File: config.mk
export PLATFORM = sky130hd
export DESIGN_NAME = wb_arbiter
export DESIGN_NICKNAME = d
export VERILOG_FILES = /design/src/rtl/wb_arbiter_pkg.sv /design/src/rtl/wb_hold_entry.sv /design/src/rtl/wb_arbiter.sv
export SDC_FILE = /design/constraint.sdc
export NUM_CORES = 1
export LEC_CHECK = 0
export CAP_MARGIN = 20
export CORE_ASPECT_RATIO = 0.9
export CORE_MARGIN = 4
export CORE_UTILIZATION = 50
export CTS_CLUSTER_SIZE = 14
export DETAILED_ROUTE_END_ITERATION = 10
export PLACE_DENSITY = 0.86
export REMOVE_ABC_BUFFERS = 1
export SETUP_SLACK_MARGIN = 0.3
export SYNTH_ARGS = -nofsm -noshare
export SYNTH_HDL_FRONTEND = slang
export SYNTH_HIERARCHICAL = 1
export SYNTH_SLANG_ARGS = --single-unit
File: constraint.sdc
create_clock -name clk -period 3.7 [get_ports clk]
set_input_delay 0.74 -clock clk [delete_from_list [all_inputs] [get_ports clk]]
set_output_delay 0.74 -clock clk [all_outputs]
set_load 0.01 [all_outputs]
File: src/rtl/wb_arbiter_pkg.sv
// Shared writeback/register-file constants and the requester index type.
package wb_arbiter_pkg;

  localparam int unsigned XLEN       = 32;
  localparam int unsigned REG_ADDR_W = 5;
  localparam int unsigned NUM_REGS   = 32;

  typedef enum logic {
    REQ_ALU = 1'b0,
    REQ_LSU = 1'b1
  } req_idx_e;

  function automatic logic [NUM_REGS-1:0] addr_onehot(input logic [REG_ADDR_W-1:0] addr);
    addr_onehot       = '0;
    addr_onehot[addr] = 1'b1;
  endfunction

endpackage

File: src/rtl/wb_hold_entry.sv
// One held writeback request: valid, destination, data and an age bit
// (young = loaded while the other requester's entry was already waiting).
module wb_hold_entry
  import wb_arbiter_pkg::*;
(
  input  logic                  clk,
  input  logic                  rstn,
  input  logic                  i_load,
  input  logic                  i_clear,
  input  logic                  i_young,
  input  logic                  i_age_clr,
  input  logic [REG_ADDR_W-1:0] i_addr,
  input  logic [XLEN-1:0]       i_data,
  output logic                  o_valid,
  output logic                  o_young,
  output logic [REG_ADDR_W-1:0] o_addr,
  output logic [XLEN-1:0]       o_data
);

  logic                  r_valid;
  logic                  r_young;
  logic [REG_ADDR_W-1:0] r_addr;
  logic [XLEN-1:0]       r_data;

  // A load in the same cycle as the clear wins, so a granted entry can be refilled.
  always_ff @(posedge clk or negedge rstn) begin
    if (!rstn) begin
      r_valid <= 1'b0;
      r_young <= 1'b0;
      r_addr  <= '0;
      r_data  <= '0;
    end else if (i_load) begin
      r_valid <= 1'b1;
      r_young <= i_young;
      r_addr  <= i_addr;
      r_data  <= i_data;
    end else begin
      if (i_clear)   r_valid <= 1'b0;
      if (i_age_clr) r_young <= 1'b0;
    end
  end

  assign o_valid = r_valid;
  assign o_young = r_young;
  assign o_addr  = r_addr;
  assign o_data  = r_data;

endmodule

File: src/rtl/wb_arbiter.sv
// Two-requester register-file writeback arbiter (ALU, LSU) with one hold entry each.
// Define WB_ARB_RR_EN for round-robin between distinct addresses; default is fixed ALU priority.
module wb_arbiter
  import wb_arbiter_pkg::*;
(
  input  logic                  clk,
  input  logic                  rstn,
  input  logic                  alu_valid,
  input  logic [REG_ADDR_W-1:0] alu_addr,
  input  logic [XLEN-1:0]       alu_data,
  output logic                  alu_ready,
  input  logic                  lsu_valid,
  input  logic [REG_ADDR_W-1:0] lsu_addr,
  input  logic [XLEN-1:0]       lsu_data,
  output logic                  lsu_ready,
  output logic                  write_en,
  output logic [REG_ADDR_W-1:0] write_addr,
  output logic [XLEN-1:0]       write_data,
  output logic [NUM_REGS-1:0]   pend_mask
);

  logic                  w_alu_held, w_alu_young, w_alu_load, w_alu_stay, w_gnt_alu;
  logic                  w_lsu_held, w_lsu_young, w_lsu_load, w_lsu_stay, w_gnt_lsu;
  logic [REG_ADDR_W-1:0] w_alu_addr, w_lsu_addr;
  logic [XLEN-1:0]       w_alu_data, w_lsu_data;
  logic                  w_both;
  req_idx_e              w_winner;

  assign w_both = w_alu_held & w_lsu_held;

`ifdef WB_ARB_RR_EN
  logic r_rr_lsu;

  always_ff @(posedge clk or negedge rstn) begin
    if (!rstn)       r_rr_lsu <= 1'b0;
    else if (w_both) r_rr_lsu <= (w_winner == REQ_ALU);
  end
`endif

  always_comb begin
    w_winner = REQ_ALU;
    if (w_both) begin
      // Same destination: the older entry goes first to keep write order.
      if (w_alu_addr == w_lsu_addr) begin
        w_winner = w_alu_young ? REQ_LSU : REQ_ALU;
      end else begin
`ifdef WB_ARB_RR_EN
        w_winner = r_rr_lsu ? REQ_LSU : REQ_ALU;
`else
        w_winner = REQ_ALU;
`endif
      end
    end else if (w_lsu_held) begin
      w_winner = REQ_LSU;
    end
  end

  assign w_gnt_alu = w_alu_held & (w_winner == REQ_ALU);
  assign w_gnt_lsu = w_lsu_held & (w_winner == REQ_LSU);

  assign alu_ready = ~w_alu_held | w_gnt_alu;
  assign lsu_ready = ~w_lsu_held | w_gnt_lsu;

  assign w_alu_load = alu_valid & alu_ready & (alu_addr != '0);
  assign w_lsu_load = lsu_valid & lsu_ready & (lsu_addr != '0);
  assign w_alu_stay = w_alu_held & ~w_gnt_alu;
  assign w_lsu_stay = w_lsu_held & ~w_gnt_lsu;

  // Simultaneous loads rank the ALU older; a load next to a waiting entry is younger.
  wb_hold_entry u_alu_entry (
    .clk       (clk),
    .rstn      (rstn),
    .i_load    (w_alu_load),
    .i_clear   (w_gnt_alu),
    .i_young   (w_lsu_stay),
    .i_age_clr (w_lsu_load),
    .i_addr    (alu_addr),
    .i_data    (alu_data),
    .o_valid   (w_alu_held),
    .o_young   (w_alu_young),
    .o_addr    (w_alu_addr),
    .o_data    (w_alu_data)
  );

  wb_hold_entry u_lsu_entry (
    .clk       (clk),
    .rstn      (rstn),
    .i_load    (w_lsu_load),
    .i_clear   (w_gnt_lsu),
    .i_young   (w_alu_stay | w_alu_load),
    .i_age_clr (w_alu_load),
    .i_addr    (lsu_addr),
    .i_data    (lsu_data),
    .o_valid   (w_lsu_held),
    .o_young   (w_lsu_young),
    .o_addr    (w_lsu_addr),
    .o_data    (w_lsu_data)
  );

  always_comb begin
    write_en   = w_gnt_alu | w_gnt_lsu;
    write_addr = '0;
    write_data = '0;
    if (w_gnt_alu) begin
      write_addr = w_alu_addr;
      write_data = w_alu_data;
    end else if (w_gnt_lsu) begin
      write_addr = w_lsu_addr;
      write_data = w_lsu_data;
    end
  end

  always_comb begin
    pend_mask = '0;
    if (w_alu_held) pend_mask = pend_mask | addr_onehot(w_alu_addr);
    if (w_lsu_held) pend_mask = pend_mask | addr_onehot(w_lsu_addr);
  end

  // The LSU age bit is only consulted through the ALU's; both are kept for symmetry.
  logic w_unused;
  assign w_unused = w_lsu_young;

endmodule

==> out/qor.yml <==
reg2reg_from: "u_alu_entry/o_addr[2]"
clockBufferDepth: 2
dr_total_vias: 3932
powerDensity_nw_per_um2: 568.3
drc: 0
clk_pin_slew_worst_paths_ns: 0.08
core_sq_um: 8688
crit_type: "reg2out"
cp_num_buf_inv: 2
grt_pass1_vias: 4011
port_buffers: 149
dieArea_sq_um: 10590
insertion_delay_ns: 0.35
crit_family: "buffers and inverters"
cts.sinks: 77
drive_gt1_frac: 0.2554
wl_per_cell_um: 18.38
grt_pass1_wl_mm: 20.41
hold_buffers: 0
rr_worst_depth: 7
hold_class: "reg2reg"
whs_endpoint: "u_alu_entry/o_data[16]"
placementRows: 32
antenna_found_initial: 0
final-max-slew-violation-count: 0
tns_ns: 0
crit_arrival_ns: 2.51
cp_slowest_stage_delay_ns: 0.59
area_delta_synth_final_pct: 39.62
holdWs_ns: 0.5104
root_buffer: "clkbuf_8"
overflow: 0
r2r-end: "u_lsu_entry/o_data[23]"
ios: 150
track_usage: 0.2412
first_pass_iters: 5
syn_area_sq_um: 4501
crit_chain: "xnor2_1 -> and3_2 -> buf_12 -> nand2_1 -> o221ai_2 -> clkdlybuf4s50_1"
wl_mm: 12.48
hold_start: "u_alu_entry/o_data[16]"
vias_per_cell: 5.791
finalHoldViolCount: 0
reg2reg_setup_slack_ns: 0.65
fp.dieH_um: 98.01
tightestPinTransition_ns: 0.9715
run_status: "completed"
dp_hpwl_mm: 8.691
syn_avg_cell_area_sq_um: 10.72
p_total_w: 0.003571
setup_viol: 0
start_kind: "register"
grt_setup_unrepaired: "false"
period_minus_slack_ns: 3.253
p_leak_nw: 2.363
post-place-ws_ns: 0.5800
critical_path.max_fanout: 24
die_w_um: 108.0
cts_buffers: 9
netlist_instances: 420
cts_tree: "built"
crit_slowest_cell: "clkdlybuf4s50_1"
holdPathStages: 1
ir_drop_mv: 0.3592
detail-route-antenna-nets: 0
maxCapViolCount: 0
nets: 633
fmax_mhz: 307.4
critPathCaptureType: "output pin"
grt_max_degree: 78
ys_warn_count: 6
gp_congestion: 0.8507
start_util: 0.5180
required_ns: 2.96
setup_ws_ns: 0.4474
final_common_cell: "clkdlybuf4s50_1"
slew_headroom: 0.3524
antenna_cells: 0
cts_max_level: 3
skew_ns: 0.01511
layout_common_cells: "148 x clkdlybuf4s50_1, 110 x nand2_1, 76 x dfrtp_1"
drtIter0Drc: 245
period_share: 0.8791
==> where the power goes <==
group	internal (W)	switching, W	total, W
combinational	0.000834	0.000741	0.00158
clock	0.000383	0.000314	0.000697
sequential	0.00106	0.000233	0.00130
total	0.00228	0.00129	0.00357
==> worst reg2reg max path, stage by stage (launching register included) <==
cell,delay [ns]
dfrtp_1,0.51
xnor2_2,0.27
nand4_4,0.17
buf_4,0.18
or2_1,0.29
a31oi_4,0.72
buf_4,0.41
mux2_2,0.39
==> worst max-delay path by stage <==
stage | depth (start not counted) | start | endpoint
2_1_floorplan | 5 | u_alu_entry/o_addr[4] | u_lsu_entry/o_addr[0]
3_3_place_gp | 6 | lsu_addr[3] | u_lsu_entry/o_data[2]
3_5_place_dp | 6 | u_alu_entry/o_addr[3] | u_lsu_entry/o_data[23]
4_1_cts | 6 | u_alu_entry/o_addr[2] | write_addr[4]
5_1_grt | 6 | u_alu_entry/o_addr[2] | write_data[12]
6_report | 6 | u_lsu_entry/o_addr[1] | write_data[1]
==> through the flow <==
step                instances  area, sq um    util
floorplan                 383         4269       -
global placement          660         6026  0.6935
detailed placement        660         6026  0.6935
CTS                       678         6259  0.7203
global route              679         6284  0.7232
finish                    679         6284  0.7232
==> flip-flops by register name (all words and copies together) (netlist names) <==
register,flops
u_lsu_entry/o_valid,1
u_alu_entry/o_data,32
u_alu_entry/o_young,1
u_alu_entry/o_valid,1
u_lsu_entry/o_addr,5
u_alu_entry/o_addr,5
u_lsu_entry/o_data,32
==> timing repair <==
item                       in CTS  in global routing
pin swaps                       1                  0
buffers inserted                2                  0
setup endpoints to repair      34                  7
gates resized for setup         1                  0
cloned                          0                  1
==> layer usage <==
metal / share of wire / routed length [um] / vias to the layer above / global-route usage
met2: 0.50 / 6190 / 172 / 0.4116
met4: 0.0083 / 104 / 0 / 0.04563
met5: 0 / 0 / - / 0
met3: 0.090 / 1122 / 12 / 0.07336
li1: - / - / 1802 / -
met1: 0.41 / 5060 / 1946 / 0.3050
==> area by class of cell <==
cell class | instances | area (sq um)
fill | 644 | 2405
inverter | 3 | 11.26
timing repair buffer | 161 | 1622
clock inverter | 5 | 85.08
clock buffer | 11 | 131.4
multi-input combinational | 303 | 2357
tap | 119 | 148.9
sequential | 77 | 1928
No activity file was read; power rests on OpenSTA's default activity.
==> RTL edit 1: new RTL, same settings <==
Build with the macro `WB_ARB_RR_EN` defined.
--- a/src/rtl/wb_arbiter.sv
+++ b/src/rtl/wb_arbiter.sv
@@ -1,4 +1,6 @@
 // Two-requester register-file writeback arbiter (ALU, LSU) with one hold entry each.
 // Define WB_ARB_RR_EN for round-robin between distinct addresses; default is fixed ALU priority.
+`define WB_ARB_RR_EN
+
 module wb_arbiter
   import wb_arbiter_pkg::*;
Formal check against the unedited RTL: not equivalent (a bounded check fails within 4 cycles, from zero or initial values and one cycle with rstn low).
==> RTL edit 1 against the unedited design <==
  * Power up 49%
  * Synthesized area shrank 9.6%
  * Cell area down 7.6%
  * Setup slack got worse by 0.056 ns
  * Die area fell by 8.9%
  * Sequential cell count up 1
  * Global-route usage shrank 0.77 points
  * Wire length down 11%
==> RTL edit 1: results (changes against the unedited design) <==
GRT Total Usage -> 23.35% (was 24.12%)
Clock Skew -> 0.01262 ns (was 0.01511 ns)
largest net degree at the start of global routing -> 79 (was 78)
CTS buffer count -> 9 (unchanged)
slowest stage cell, crit path -> clkdlybuf4s50_1 (unchanged)
H-tree depth -> 3 (unchanged)
# nets final -> 536 (was 633)
VDD IR max -> 505.0 uV (was 359.2 uV)
drt wl/cell -> 19.96 um (was 18.38 um)
dpl ws -> 0.5590 ns (was 0.5800 ns)
total internal power -> 3.363 mW (was 2.282 mW)
# port buffers -> 149 (unchanged)
Pre-antenna DRT Iters -> 4 (was 5)
CTS root buf -> clkbuf_8 (unchanged)
Max Root-Sink Buffers -> 2 (unchanged)
clock slew at reported path FFs -> 0.08 ns (about the same)
Setup TNS -> 0 ns (unchanged)
Worst path max stage delay -> 0.57 ns (was 0.59 ns)
initial drt markers -> 145 (was 245)
run status -> completed (unchanged)
Layout fillers -> 510 (was 644)
CP Max Fanout -> 17 (was 24)
antenna violations before repair -> 0 (unchanged)
vias in the first global route -> 3439 (was 4011)
GP Congestion -> 0.9117 (was 0.8507)
share of cells above drive strength 1 -> 29.00% (was 25.54%)
worst path arrival time -> 2.57 ns (was 2.51 ns)
number of diodes -> 0 (unchanged)
Yosys warning total -> 6 (unchanged)
detail-routed via count per cell -> 5.900 (was 5.791)
first-pass GRT wire length -> 17390 um (was 20410 um)
worst skew pair latency -> 0.34 ns
path category of the worst min-delay check -> reg -> reg (unchanged)
worst slew pin tran -> 1.033 ns (was 0.9715 ns)
leakage power -> 2.294 nW (was 2.363 nW)
DP HPWL -> 7858 um (was 8691 um)
[RTL edit 1: cell type report]
cell class	count	share of cell area, %
Multi-Input combinational cell	201	31.95
Clock buffer	9	2.133
Clock inverter	6	1.487
Sequential cell	78	33.76
Inverter	7	0.4525
Timing Repair Buffer	161	28.14
Tap cell	96	2.069
[RTL edit 1: metal layers]
layer  share of wire, %  wire (um)  track usage, %  up-vias
met5                  0          0               0        -
li1                   -          -               -     1470
met3                 11       1272           8.427       14
met4                1.4        154           7.767        0
met1                 37       4121           27.67     1635
met2                 50       5591           39.10      173
[RTL edit 1: power groups by stage]
stage / combinational, mW / clock (mW) / sequential [mW]
after floorplan: 1.59 / 0 / 1.47
after global routing: 3.33 / 0.726 / 1.59
final: 3.11 / 0.680 / 1.54
after CTS: 2.91 / 0.693 / 1.57
after detailed placement: 2.88 / 0 / 1.58
after global placement: 2.83 / 0 / 1.54
[RTL edit 1: metrics by stage]
step / hold slack [ns] / cell area, um2 / instances
finish: 0.5119 / 5807 / 558
global route: 0.5282 / 5807 / 558
CTS: 0.5141 / 5674 / 550
detailed placement: 0.4958 / 5451 / 535
global placement: 0.4901 / 5451 / 535
floorplan: 0.4444 / 3804 / 286
[RTL edit 1: timing repair]
item,4_1_cts,5_1_grt
setup buffers,0,7
gates resized for setup,7,16
setup endpoints to repair,28,37
pin swaps,0,1
[RTL edit 1: path summary, 6_finish.rpt]
kind / from / endpoint / slack, ns / cells past startpoint
setup reg to reg: u_lsu_entry/o_addr[2] / u_lsu_entry/o_data[17] / 1.08 / 6
hold / removal: u_lsu_entry/o_data[7] / u_lsu_entry/o_data[7] / 0.51 / 1
hold reg to reg: u_lsu_entry/o_data[7] / u_lsu_entry/o_data[7] / 0.51 / 1
min in group asynchronous: rstn / u_lsu_entry/o_data[3] / 0.56 / 1
setup / recovery: u_lsu_entry/o_addr[2] / write_addr[0] / 0.39 / 7
max in group asynchronous: rstn / u_alu_entry/o_addr[2] / 2.45 / 1
[RTL edit 1: critical path, delay by kind of cell (launching register included)]
kind                   cells  cell delay [ns]
AO/OA/AOI/OAI              1             0.25
buffers and inverters      2             0.76
XOR/XNOR                   1             0.20
AND/OR/NAND/NOR            2             0.32
multiplexers               1             0.22
flip-flops                 1             0.48
==> RTL edit 2: new RTL, same settings <==
Without the edit above. Set the package constant `REG_ADDR_W` to 6 (it was 5).
--- a/src/rtl/wb_arbiter_pkg.sv
+++ b/src/rtl/wb_arbiter_pkg.sv
@@ -3,5 +3,5 @@
 
   localparam int unsigned XLEN       = 32;
-  localparam int unsigned REG_ADDR_W = 5;
+  localparam int unsigned REG_ADDR_W = 6;
   localparam int unsigned NUM_REGS   = 32;
 
Interface: changed (resized alu_addr, lsu_addr and write_addr); port bits go from 150 to 153. No check against the original RTL was run, so the function may have changed too.
==> RTL edit 2 against the unedited design <==
  * Wire length down 13%
  * Clock power decreased by 13%
  * Sequential power shrank 5%
  * Sequential cell count rose by 2
  * Setup slack worse by 0.036 ns
  * Final cell count is 17% lower
  * Clock skew shrank 0.0053 ns
  * Cell area down 8.7%
  * Synthesized area is 11% lower
  * First-iteration DRC count decreased by 33%
  * Power shrank 16%
  * Fmax is 1.1% lower
==> RTL edit 2: results (changes against the unedited design) <==
Layout fillers -> 533 (was 644)
worst path arrival time -> 2.55 ns (was 2.51 ns)
GRT Total Usage -> 22.86% (was 24.12%)
H-tree depth -> 3 (unchanged)
run status -> completed (unchanged)
# nets final -> 543 (was 633)
slowest stage cell, crit path -> clkdlybuf4s50_1 (unchanged)
first-pass GRT wire length -> 17110 um (was 20410 um)
antenna violations before repair -> 0 (unchanged)
leakage power -> 2.293 nW (was 2.363 nW)
Rel. slew slack -> 31.52% (was 35.24%)
drt total wl -> 10840 um (was 12480 um)
DP HPWL -> 7878 um (was 8691 um)
largest net degree at the start of global routing -> 80 (was 78)
Cells after Synth -> 319 (was 420)
CP Max Fanout -> 24 (unchanged)
dpl cells -> 548 (was 660)
CTS buffer count -> 9 (unchanged)
number of diodes -> 0 (unchanged)
detail-routed via count per cell -> 5.805 (was 5.791)
Clock Skew -> 0.009816 ns (was 0.01511 ns)
VDD IR max -> 314.2 uV (was 359.2 uV)
GP Congestion -> 0.9222 (was 0.8507)
share of cells above drive strength 1 -> 24.36% (was 25.54%)
Pre-antenna DRT Iters -> 4 (was 5)
Finish-stage setup viols -> 0 (unchanged)
Worst path max stage delay -> 0.50 ns (was 0.59 ns)
clock slew at reported path FFs -> 0.08 ns (about the same)
Final Non-Filler Cells -> 564 (was 679)
vias in the first global route -> 3423 (was 4011)
initial drt markers -> 165 (was 245)
dpl ws -> 0.5603 ns (was 0.5800 ns)
path category of the worst min-delay check -> reg -> reg (unchanged)
Max Root-Sink Buffers -> 2 (unchanged)
# port buffers -> 152 (was 149)
worst skew pair latency -> 0.35 ns (about the same)
Yosys warning total -> 6 (unchanged)
setup bufs post-CTS -> 0 (was 2)
CTS root buf -> clkbuf_8 (unchanged)
[RTL edit 2: stage by stage]
step,cell area [um2],util (%),hold slack [ns]
5_1_grt,5734,74.89,0.5289
6_report,5734,74.89,0.5115
2_1_floorplan,3784,-,0.4444
4_1_cts,5713,74.61,0.5182
3_5_place_dp,5512,71.98,0.4961
3_3_place_gp,5512,71.98,0.4904
[RTL edit 2: final timing paths]
path / from / endpoint / slack [ns] / cells after the start
hold / removal: u_alu_entry/o_data[23] / u_alu_entry/o_data[23] / 0.51 / 1
setup reg to reg: u_alu_entry/o_addr[0] / u_alu_entry/o_data[26] / 1.11 / 6
max in group asynchronous: rstn / u_alu_entry/o_addr[4] / 2.47 / 1
min in group asynchronous: rstn / u_lsu_entry/o_data[12] / 0.53 / 1
setup / recovery: u_alu_entry/o_addr[1] / write_data[27] / 0.41 / 6
hold reg to reg: u_alu_entry/o_data[23] / u_alu_entry/o_data[23] / 0.51 / 1
[RTL edit 2: layout make-up]
cell class / instances / area share [%]
Multi-Input combinational cell: 210 / 32.01
Inverter: 3 / 0.1964
Clock buffer: 11 / 2.640
Tap cell: 96 / 2.095
Clock inverter: 5 / 0.7201
Timing Repair Buffer: 160 / 27.82
Sequential cell: 79 / 34.52
[RTL edit 2: power by group]
| part | internal, mW | switching (mW) | total, mW | leakage, nW |
|---|---|---|---|---|
| logic | 0.673 | 0.485 | 1.16 | 1.28 |
| clock network | 0.285 | 0.323 | 0.608 | 0.0922 |
| registers | 1.07 | 0.170 | 1.24 | 0.919 |
| total | 2.03 | 0.978 | 3.00 | 2.29 |
[RTL edit 2: per-layer routing]
layer  wire [um]  GRT usage, %  vias up
li1            -             -     1501
met1        4231         28.50     1593
met2        5292         38.80      167
met3        1188         6.852       13
met4         123         5.464        0
met5           0             0        -
[RTL edit 2: timing repair]
item / in CTS / in global routing
resized for setup: 2 / 5
pin swaps: 0 / 1
setup endpoints to repair: 23 / 23
[RTL edit 2: critical path, delay by kind of cell, from the launching register on]
family / cells / cell delay (ns)
AOI/OAI and AO/OA: 2 / 0.64
xor gates and xnor gates: 1 / 0.21
buffers and inverters: 2 / 0.69
DFF: 1 / 0.49
and+or+nand+nor: 1 / 0.16
